[src/rtl/mac_seq18_if.sv]
// rtl/mac_seq18_if.sv - control, memory and accumulator signals of the MAC sequencer
interface mac_seq18_if #(
  parameter int TAP_W = 5
);
  logic             start;
  logic [TAP_W-1:0] num_taps;
  logic [TAP_W-1:0] addr;
  logic [15:0]      smpl;
  logic [15:0]      coef;
  logic             acc_en;
  logic [17:0]      newSum;
  logic [17:0]      accum;
  logic             busy;
  logic             done;
  logic [15:0]      result;

  // Sequencer side: drives memory address, accumulator load and status
  modport master (
    input  start, num_taps, smpl, coef, accum,
    output addr, acc_en, newSum, busy, done, result
  );

  // Environment side: host, memories and accumulator register
  modport slave (
    output start, num_taps, smpl, coef, accum,
    input  addr, acc_en, newSum, busy, done, result
  );
endinterface

[src/rtl/mac_seq18.sv]
// rtl/mac_seq18.sv - sequential Q1.15 multiply-accumulate with external 18-bit accumulator
module mac_seq18 #(
  parameter int TAP_W = 5
) (
  input  logic          clk,
  input  logic          rst,
  mac_seq18_if.master   bus
);

  typedef enum logic [2:0] {
    IDLE   = 3'd0,
    CLR    = 3'd1,
    FETCH  = 3'd2,
    MAC    = 3'd3,
    FINISH = 3'd4
  } state_t;

  state_t           state_q, state_d;
  logic [TAP_W-1:0] n_q, n_d;
  logic [TAP_W-1:0] idx_q, idx_d;
  logic [TAP_W-1:0] addr_q, addr_d;
  logic [15:0]      result_q, result_d;
  logic             done_q, done_d;

  logic             acc_en;
  logic [17:0]      new_sum;

  // Datapath: Q1.15 x Q1.15 product scaled back by 15 bits, then an
  // 18-bit saturating add onto the current accumulator value.
  logic signed [31:0] prod;
  logic [17:0]        term;
  logic [18:0]        sum_w;
  logic [17:0]        mac_sum;
  logic [15:0]        acc_sat16;
  logic [TAP_W:0]     idx_inc;
  logic               unused_prod_lsbs;

  assign prod             = $signed(bus.smpl) * $signed(bus.coef);
  assign term             = {prod[31], prod[31:15]};
  assign unused_prod_lsbs = ^prod[14:0];
  assign sum_w            = {bus.accum[17], bus.accum} + {term[17], term};
  assign idx_inc          = {1'b0, idx_q} + (TAP_W + 1)'(1);

  // Saturate the 19-bit sum to 18 bits when the top two bits disagree
  always_comb begin
    mac_sum = sum_w[17:0];
    if (sum_w[18] != sum_w[17]) begin
      mac_sum = sum_w[18] ? 18'h20000 : 18'h1FFFF;
    end
  end

  // Saturate the accumulator to a 16-bit output sample
  always_comb begin
    acc_sat16 = bus.accum[15:0];
    if (!(bus.accum[17:15] == 3'b000 || bus.accum[17:15] == 3'b111)) begin
      acc_sat16 = bus.accum[17] ? 16'h8000 : 16'h7FFF;
    end
  end

  // State and holding registers
  always_ff @(posedge clk) begin
    if (rst) begin
      state_q  <= IDLE;
      n_q      <= '0;
      idx_q    <= '0;
      addr_q   <= '0;
      result_q <= '0;
      done_q   <= 1'b0;
    end else begin
      state_q  <= state_d;
      n_q      <= n_d;
      idx_q    <= idx_d;
      addr_q   <= addr_d;
      result_q <= result_d;
      done_q   <= done_d;
    end
  end

  // Next-state and accumulator-load decode; addr is loaded on entry to FETCH
  // so it is valid throughout FETCH and holds its value elsewhere.
  always_comb begin
    state_d  = state_q;
    n_d      = n_q;
    idx_d    = idx_q;
    addr_d   = addr_q;
    result_d = result_q;
    done_d   = 1'b0;
    acc_en   = 1'b0;
    new_sum  = '0;
    case (state_q)
      IDLE: begin
        if (bus.start) begin
          n_d     = bus.num_taps;
          idx_d   = '0;
          state_d = CLR;
        end
      end
      CLR: begin
        acc_en = 1'b1;
        if (n_q != '0) begin
          addr_d  = idx_q;
          state_d = FETCH;
        end else begin
          state_d = FINISH;
        end
      end
      FETCH: begin
        state_d = MAC;
      end
      MAC: begin
        acc_en  = 1'b1;
        new_sum = mac_sum;
        idx_d   = idx_inc[TAP_W-1:0];
        if (idx_inc < {1'b0, n_q}) begin
          addr_d  = idx_inc[TAP_W-1:0];
          state_d = FETCH;
        end else begin
          state_d = FINISH;
        end
      end
      FINISH: begin
        result_d = acc_sat16;
        done_d   = 1'b1;
        state_d  = IDLE;
      end
      default: begin
        state_d = IDLE;
      end
    endcase
  end

  assign bus.addr   = addr_q;
  assign bus.acc_en = acc_en;
  assign bus.newSum = new_sum;
  assign bus.busy   = (state_q != IDLE);
  assign bus.done   = done_q;
  assign bus.result = result_q;

endmodule

[src/flat_wrapper.sv]
// flat-port wrapper written by rule: the top's interface ports become plain ports
module mac_seq18_flat 
#(
  parameter int TAP_W = 5
)
  (clk, rst, bus_start, bus_num_taps, bus_smpl, bus_coef, bus_accum, bus_addr, bus_acc_en, bus_newSum, bus_busy, bus_done, bus_result);
  mac_seq18_if #(.TAP_W(TAP_W)) bus_i ();
  input  logic clk;
  input  logic rst;
  input wire logic [$bits(bus_i.start)-1:0] bus_start;
  input wire logic [$bits(bus_i.num_taps)-1:0] bus_num_taps;
  input wire logic [$bits(bus_i.smpl)-1:0] bus_smpl;
  input wire logic [$bits(bus_i.coef)-1:0] bus_coef;
  input wire logic [$bits(bus_i.accum)-1:0] bus_accum;
  output wire logic [$bits(bus_i.addr)-1:0] bus_addr;
  output wire logic [$bits(bus_i.acc_en)-1:0] bus_acc_en;
  output wire logic [$bits(bus_i.newSum)-1:0] bus_newSum;
  output wire logic [$bits(bus_i.busy)-1:0] bus_busy;
  output wire logic [$bits(bus_i.done)-1:0] bus_done;
  output wire logic [$bits(bus_i.result)-1:0] bus_result;
  assign bus_i.start = bus_start;
  assign bus_i.num_taps = bus_num_taps;
  assign bus_i.smpl = bus_smpl;
  assign bus_i.coef = bus_coef;
  assign bus_i.accum = bus_accum;
  assign bus_addr = bus_i.addr;
  assign bus_acc_en = bus_i.acc_en;
  assign bus_newSum = bus_i.newSum;
  assign bus_busy = bus_i.busy;
  assign bus_done = bus_i.done;
  assign bus_result = bus_i.result;
  mac_seq18 #(.TAP_W(TAP_W)) u_core (.clk(clk), .rst(rst), .bus(bus_i));
endmodule
[config.mk]
export PLATFORM = sky130hd
export DESIGN_NAME = mac_seq18_flat
export DESIGN_NICKNAME = d
export VERILOG_FILES = /design/src/rtl/mac_seq18_if.sv /design/src/rtl/mac_seq18.sv /design/src/flat_wrapper.sv
export SDC_FILE = /design/constraint.sdc
export NUM_CORES = 1
export LEC_CHECK = 0
export BUFFER_PORTS_ARGS = -buffer_cell sky130_fd_sc_hd__buf_2
export CELL_PAD_IN_SITES_DETAIL_PLACEMENT = 2
export CELL_PAD_IN_SITES_GLOBAL_PLACEMENT = 2
export CORE_MARGIN = 2
export CORE_UTILIZATION = 35
export CTS_CLUSTER_DIAMETER = 200
export DETAILED_ROUTE_END_ITERATION = 8
export GPL_ROUTABILITY_DRIVEN = 0
export PLACE_DENSITY = 0.85
export SKIP_CTS_REPAIR_TIMING = 1
export SYNTH_ARGS = -nofsm -noshare
export SYNTH_HDL_FRONTEND = slang
export SYNTH_SLANG_ARGS = --single-unit
[constraint.sdc]
create_clock -name clk -period 8.2 [get_ports clk]
set_input_delay 0.82 -clock clk [delete_from_list [all_inputs] [get_ports clk]]
set_output_delay 0.82 -clock clk [all_outputs]
set_load 0.005 [all_outputs]
==> results_dict.tcl, run 1 <==
set metrics [dict create \
    grt_pass1_wl_um 74800 \
    start_util 0.3531 \
    dp.cells 2010 \
    place_hpwl_um 41870 \
    rsz0062_at_grt "yes" \
    setup-tns-final_ps -25280 \
    synth.most_common_cell "inv_1" \
    cp_top_family "adder cells" \
    netlist_area_um2 11750 \
    routedWlPerCell_um 25.76 \
    synthAdderAreaFrac 0.5582 \
    synth.largest_area_cell "fa_1" \
    synth_area_leaders "fa_1 (45%), ha_1 (11%), inv_1 (9.7%)" \
    r2r_slack_ps 4920 \
    setup.worst_path.end "bus_newSum[15]" \
    synth.cells.most_frequent "inv_1 (304), fa_1 (262), nand2_1 (156)" \
    min_period_over_period 1.176 \
    ios 100 \
    synth_xor_area_frac 0.03205 \
    cts_max_path_buffers 2 \
    htree_levels 2 \
    required_ps 7380 \
    slowest_stage "fa_1" \
    wl_met2_um 29440 \
    syn_inst 1329 \
    drive_above_1_share 0.2404 \
    drtIter0Drc 452 \
    ant_nets 0 \
    r2r_start "u_core.idx_q[0]" \
    dieWidth_um 187.2 \
    whs_ps 513.4 \
    arrival_ps 8830 \
    cp.depth 34 \
    synth_edf_count 0 \
    r2r-end "u_core.bus.addr[1]" \
    synth_ff_type "dfxtp_1" \
    drcViolationCount 0 \
    yosysTopAreaCellShare 0.4464 \
    critPathBufInv 9 \
    grt_antenna_before_repair 0 \
    endpoint_kind "output port" \
    synth_top_family_by_area "adder cells" \
    vias 10610 \
    hold_viol 0 \
    clock_latency_ps 300 \
    clock_skew_ps 15.26 \
    grt_use_total 0.2810 \
    setup_viol 18 \
    start_kind "input port" \
    cts_tree "yes" \
    max_slew_margin 0.1757 \
    met3WireLength_um 1466 \
    instances_no_fill 2033 \
    cp_common_cell "fa_1" \
    die_h_um 187.2 \
    synthSimpleGateAreaFrac 0.1610 \
    yosysUniqueCellTypes 50 \
    dr.pass1.iters 5 \
    area_delta_synth_final_pct 26.41 \
    core_area_um2 33280 \
    outcome "finished with violations" \
    max_stage_delay_ps 580 \
    yosysWarningCount 0 \
    startpoint "bus_coef[7]" \
    grt_start_max_net_pins 36 \
    root_buffer "clkbuf_16" \
    setup_ws_ps -1447 \
    via_per_inst 5.217 \
    avgSynthCellArea_um2 8.841 \
    synthMuxAreaShare 0.002556 \
    violations "negative setup slack" \
    final_util 0.4463 \
    period_minus_slack_ps 9647 \
    slew_violations 0 \
    path_clk_slew_ps 60 \
    numCtsBuffers 5 \
    wl_um 52370 \
    portBuffers 99 \
    met1_length_um 17610 \
    cts_sinks 35 \
    path_class "input port to output port" \
    hp-class "flop to flop" \
    overflow 0 \
    n_antenna_cell 0 \
    tightest_slew_ps 1228 \
    maxCapViolCount 0 \
    rr_worst_depth 10 \
    async_flop_share 0 \
    max_freq_mhz 103.7 \
    grt_pass1_vias 13000 \
    syn-num-nets 1754 \
    ys_ff_latch 35 \
    rows 67 \
    synth-compound-area-share 0.07401 \
    topRoutingLayerUsed "met4" \
    nNetsFinal 2009 \
    cp_max_fo 11 \
    synth_seq_area_share 0.05963 \
    die_area_um2 35050 \
]
layout make-up:
cell class / count / area (um2)
clock buffers: 7 / 152.6
clock inverters: 1 / 7.507
fillers: 3629 / 18430
inverters: 306 / 1149
multi-input cells: 944 / 10100
flip-flops and latches: 35 / 700.7
well taps: 448 / 560.5
repair buffers: 292 / 2182
stage by stage:
stage / instance area (um2) / worst slack [ps]
detailed placement: 14180 / -1628
CTS: 14340 / -1786
global placement: 14180 / -1149
finish: 14850 / -1447
floorplan: 11970 / -220.1
global route: 14850 / -1666
worst min-delay path by stage:
stage,startpoint,endpoint,cells after the start
6_report,u_core.bus.result[2],u_core.bus.result[2],2
3_3_place_gp,u_core.n_q[0],u_core.n_q[0],2
3_5_place_dp,u_core.bus.result[15],u_core.bus.result[15],2
4_1_cts,u_core.bus.result[9],u_core.bus.result[9],2
2_1_floorplan,u_core.n_q[0],u_core.n_q[0],2
5_1_grt,u_core.bus.result[7],u_core.bus.result[7],2
cells by family (layout without fill, tap and decap cells):
logic type	count (synthesis)	count (layout)
buf+inv	350	606
mux	3	3
fa+ha+maj	367	367
simple gates	394	394
xor+xnor	43	43
flops	35	35
compound gates	137	137
metal layers:
layer,track usage,vias up
met5,0,-
met4,0.1706,0
met3,0.03096,196
met2,0.5475,326
met1,0.2854,5567
li1,-,4517
registers in the layout, summed over array words and instances (netlist names):
name and flops:
u_core.bus.result 16, u_core.bus.addr 5, u_core.idx_q 5, u_core.n_q 5, u_core.state_q 3, u_core.bus.done 1
worst register-to-register path: stages (launching register included):
cell and delay, ps:
dfxtp_1 470, ha_1 340, xor2_1 250, ha_1 300, o21a_1 130, o21a_1 170, o21ai_0 230, a31oi_1 180
nor3b_2 700, mux2i_1 310, nor2_1 60
placed cells by master, fill, tap and decap left out, types with 34 or more instances in the layout:
cell / n
ha_1: 100
inv_1: 300
dfxtp_1: 35
nand2_1: 148
fa_1: 251
buf_2: 78
a21oi_1: 34
nor2_1: 64
buf_4: 187
and2_1: 104
Power of run 1 is not shown: default switching activity piles up to over one toggle a cycle in this logic, so the estimate is an artifact.
==> run 2, diff against run 1 <==
Clock period 8.2 ns to 7.9 ns, I/O delays scaled along.
==> run 2 against run 1 <==
Compared with the run above: the run still ends with negative setup slack left; global-route usage is 0.71 points higher; clock skew hardly changed; via count is 4.6% higher; sequential share of layout area is 0.088 points lower; die area stayed put; utilization is 0.85 points higher; final area is 1.9% higher; setup slack worse by 460 ps; wire length is 10% higher; critical path type unchanged; largest cell class unchanged.
==> results_dict.tcl, run 2 (synthesis gave the netlist of run 1 again) <==
set metrics [dict create \
    drcViolationCount 0 \
    hold_path_end "u_core.bus.result[0]" \
    nNetsFinal 2028 \
    clock_skew_ps 15.48 \
    max_freq_mhz 101.9 \
    cp.depth 33 \
    setup_viol 18 \
    fillCellCount 3648 \
    endpoint_kind "output port" \
    cts_sinks 35 \
    final_common_cell "inv_1" \
    cts_tree "yes" \
    n_antenna_cell 0 \
    hold_depth 2 \
    largest_register_ffs 16 \
    cp_max_fo 8 \
    arrival_ps 9020 \
    portBuffers 99 \
    maxCapViolCount 0 \
    vias 11090 \
    grt_antenna_before_repair 0 \
    dr.pass1.iters 5 \
    rsz0062_at_grt "yes" \
    rr_worst_depth 10 \
    start_kind "input port" \
    design_area_um2 15130 \
    core_area_um2 33280 \
    grt_use_total 0.2882 \
    grt_start_max_net_pins 36 \
    path_class "input port to output port" \
    outcome "finished with violations" \
    path_clk_slew_ps 70 \
    instances_no_fill 2052 \
    die_h_um 187.2 \
    area_delta_synth_final_pct 28.80 \
    clock_latency_ps 290 \
    placed_cell_area_um2 14200 \
    dp.cells 2018 \
    critPathBufInv 10 \
    final_util 0.4548 \
    r2r_start "u_core.idx_q[0]" \
    grt_pass1_wl_um 76770 \
    ant_nets 0 \
    slowest_stage "fa_1" \
    required_ps 7110 \
    drive_above_1_share 0.2643 \
    max_slew_margin 0.08060 \
    cp_top_family "adder cells" \
    register_area_um2 700.7 \
    worstHoldStart "u_core.bus.result[0]" \
    root_buffer "clkbuf_16" \
    rows 67 \
    hold_viol 0 \
    setup_ws_ps -1912 \
    multi_input_area_um2 10310 \
    hp-class "flop to flop" \
    numCtsBuffers 5 \
    die_area_um2 35050 \
    via_per_inst 5.406 \
    slew_violations 0 \
    tightest_slew_ps 1370 \
    violations "negative setup slack" \
    r2r-end "u_core.bus.addr[3]" \
    routedWlPerCell_um 28.14 \
    htree_levels 2 \
    place_hpwl_um 42530 \
    most-common-layout-cells "inv_1 (301), fa_1 (249), buf_4 (208), nand2_1 (146), and2_1 (103)" \
    dieWidth_um 187.2 \
    cts_max_path_buffers 2 \
    cp_common_cell "fa_1" \
    r2r_slack_ps 4590 \
    max_stage_delay_ps 620 \
    ios 100 \
    wl_um 57740 \
    period_minus_slack_ps 9812 \
    grt_pass1_vias 13270 \
    start_util 0.3531 \
    drtIter0Drc 562 \
    overflow 0 \
    min_period_over_period 1.242 \
]
## run 2: changes by cell type in the layout (fill, tap and decap cells not counted), moves of 3 or more
cell     change
a21oi_1      -3
ha_1         -5
o21ai_1      -3
buf_12       -5
nor2_2       +4
buf_4       +21
nor2_1       -4
ha_2         +3
## run 2: through the flow
| step | setup WS [ps] | hold WS, ps | setup TNS (ps) |
|---|---|---|---|
| 3_3_place_gp | -1442 | 470.7 | -24660 |
| 5_1_grt | -1985 | 520.4 | -34700 |
| 6_report | -1912 | 497.1 | -33610 |
| 4_1_cts | -2195 | 498.1 | -38380 |
| 2_1_floorplan | -460.1 | 446.2 | -7346 |
| 3_5_place_dp | -1947 | 485.7 | -34170 |
## run 2: area by class of cell
type | count | area share
multi-input cells | 945 | 0.6815
repair buffers | 310 | 0.1499
inverters | 306 | 0.07589
flip-flops and latches | 35 | 0.04630
well taps | 448 | 0.03704
clock buffers | 6 | 0.008515
clock inverters | 2 | 0.0008267
## run 2: per-layer routing
| layer | GRT usage | up-vias | wire length (um) |
|---|---|---|---|
| met5 | 0 | - | 0 |
| met4 | 0.1560 | 0 | 5195 |
| met3 | 0.02420 | 270 | 2011 |
| met2 | 0.5839 | 464 | 32190 |
| met1 | 0.2860 | 5788 | 18330 |
| li1 | - | 4572 | - |
## run 2: how the worst max path moves through the flow
stage	start	to	slack (ps)
finish	bus_smpl[15]	bus_newSum[16]	-1910
global route	bus_smpl[15]	bus_newSum[2]	-1980
CTS	bus_coef[2]	bus_newSum[6]	-2190
detailed placement	bus_coef[2]	bus_newSum[7]	-1950
global placement	bus_coef[1]	bus_newSum[5]	-1440
floorplan	bus_coef[4]	bus_newSum[10]	-460
## run 2: tightest hold or removal path, cell delays in order (launching register included)
cell	delay, ps
dfxtp_1	310
nor2_1	90
nor3_1	50
Power of run 2 is left out for the same reason.
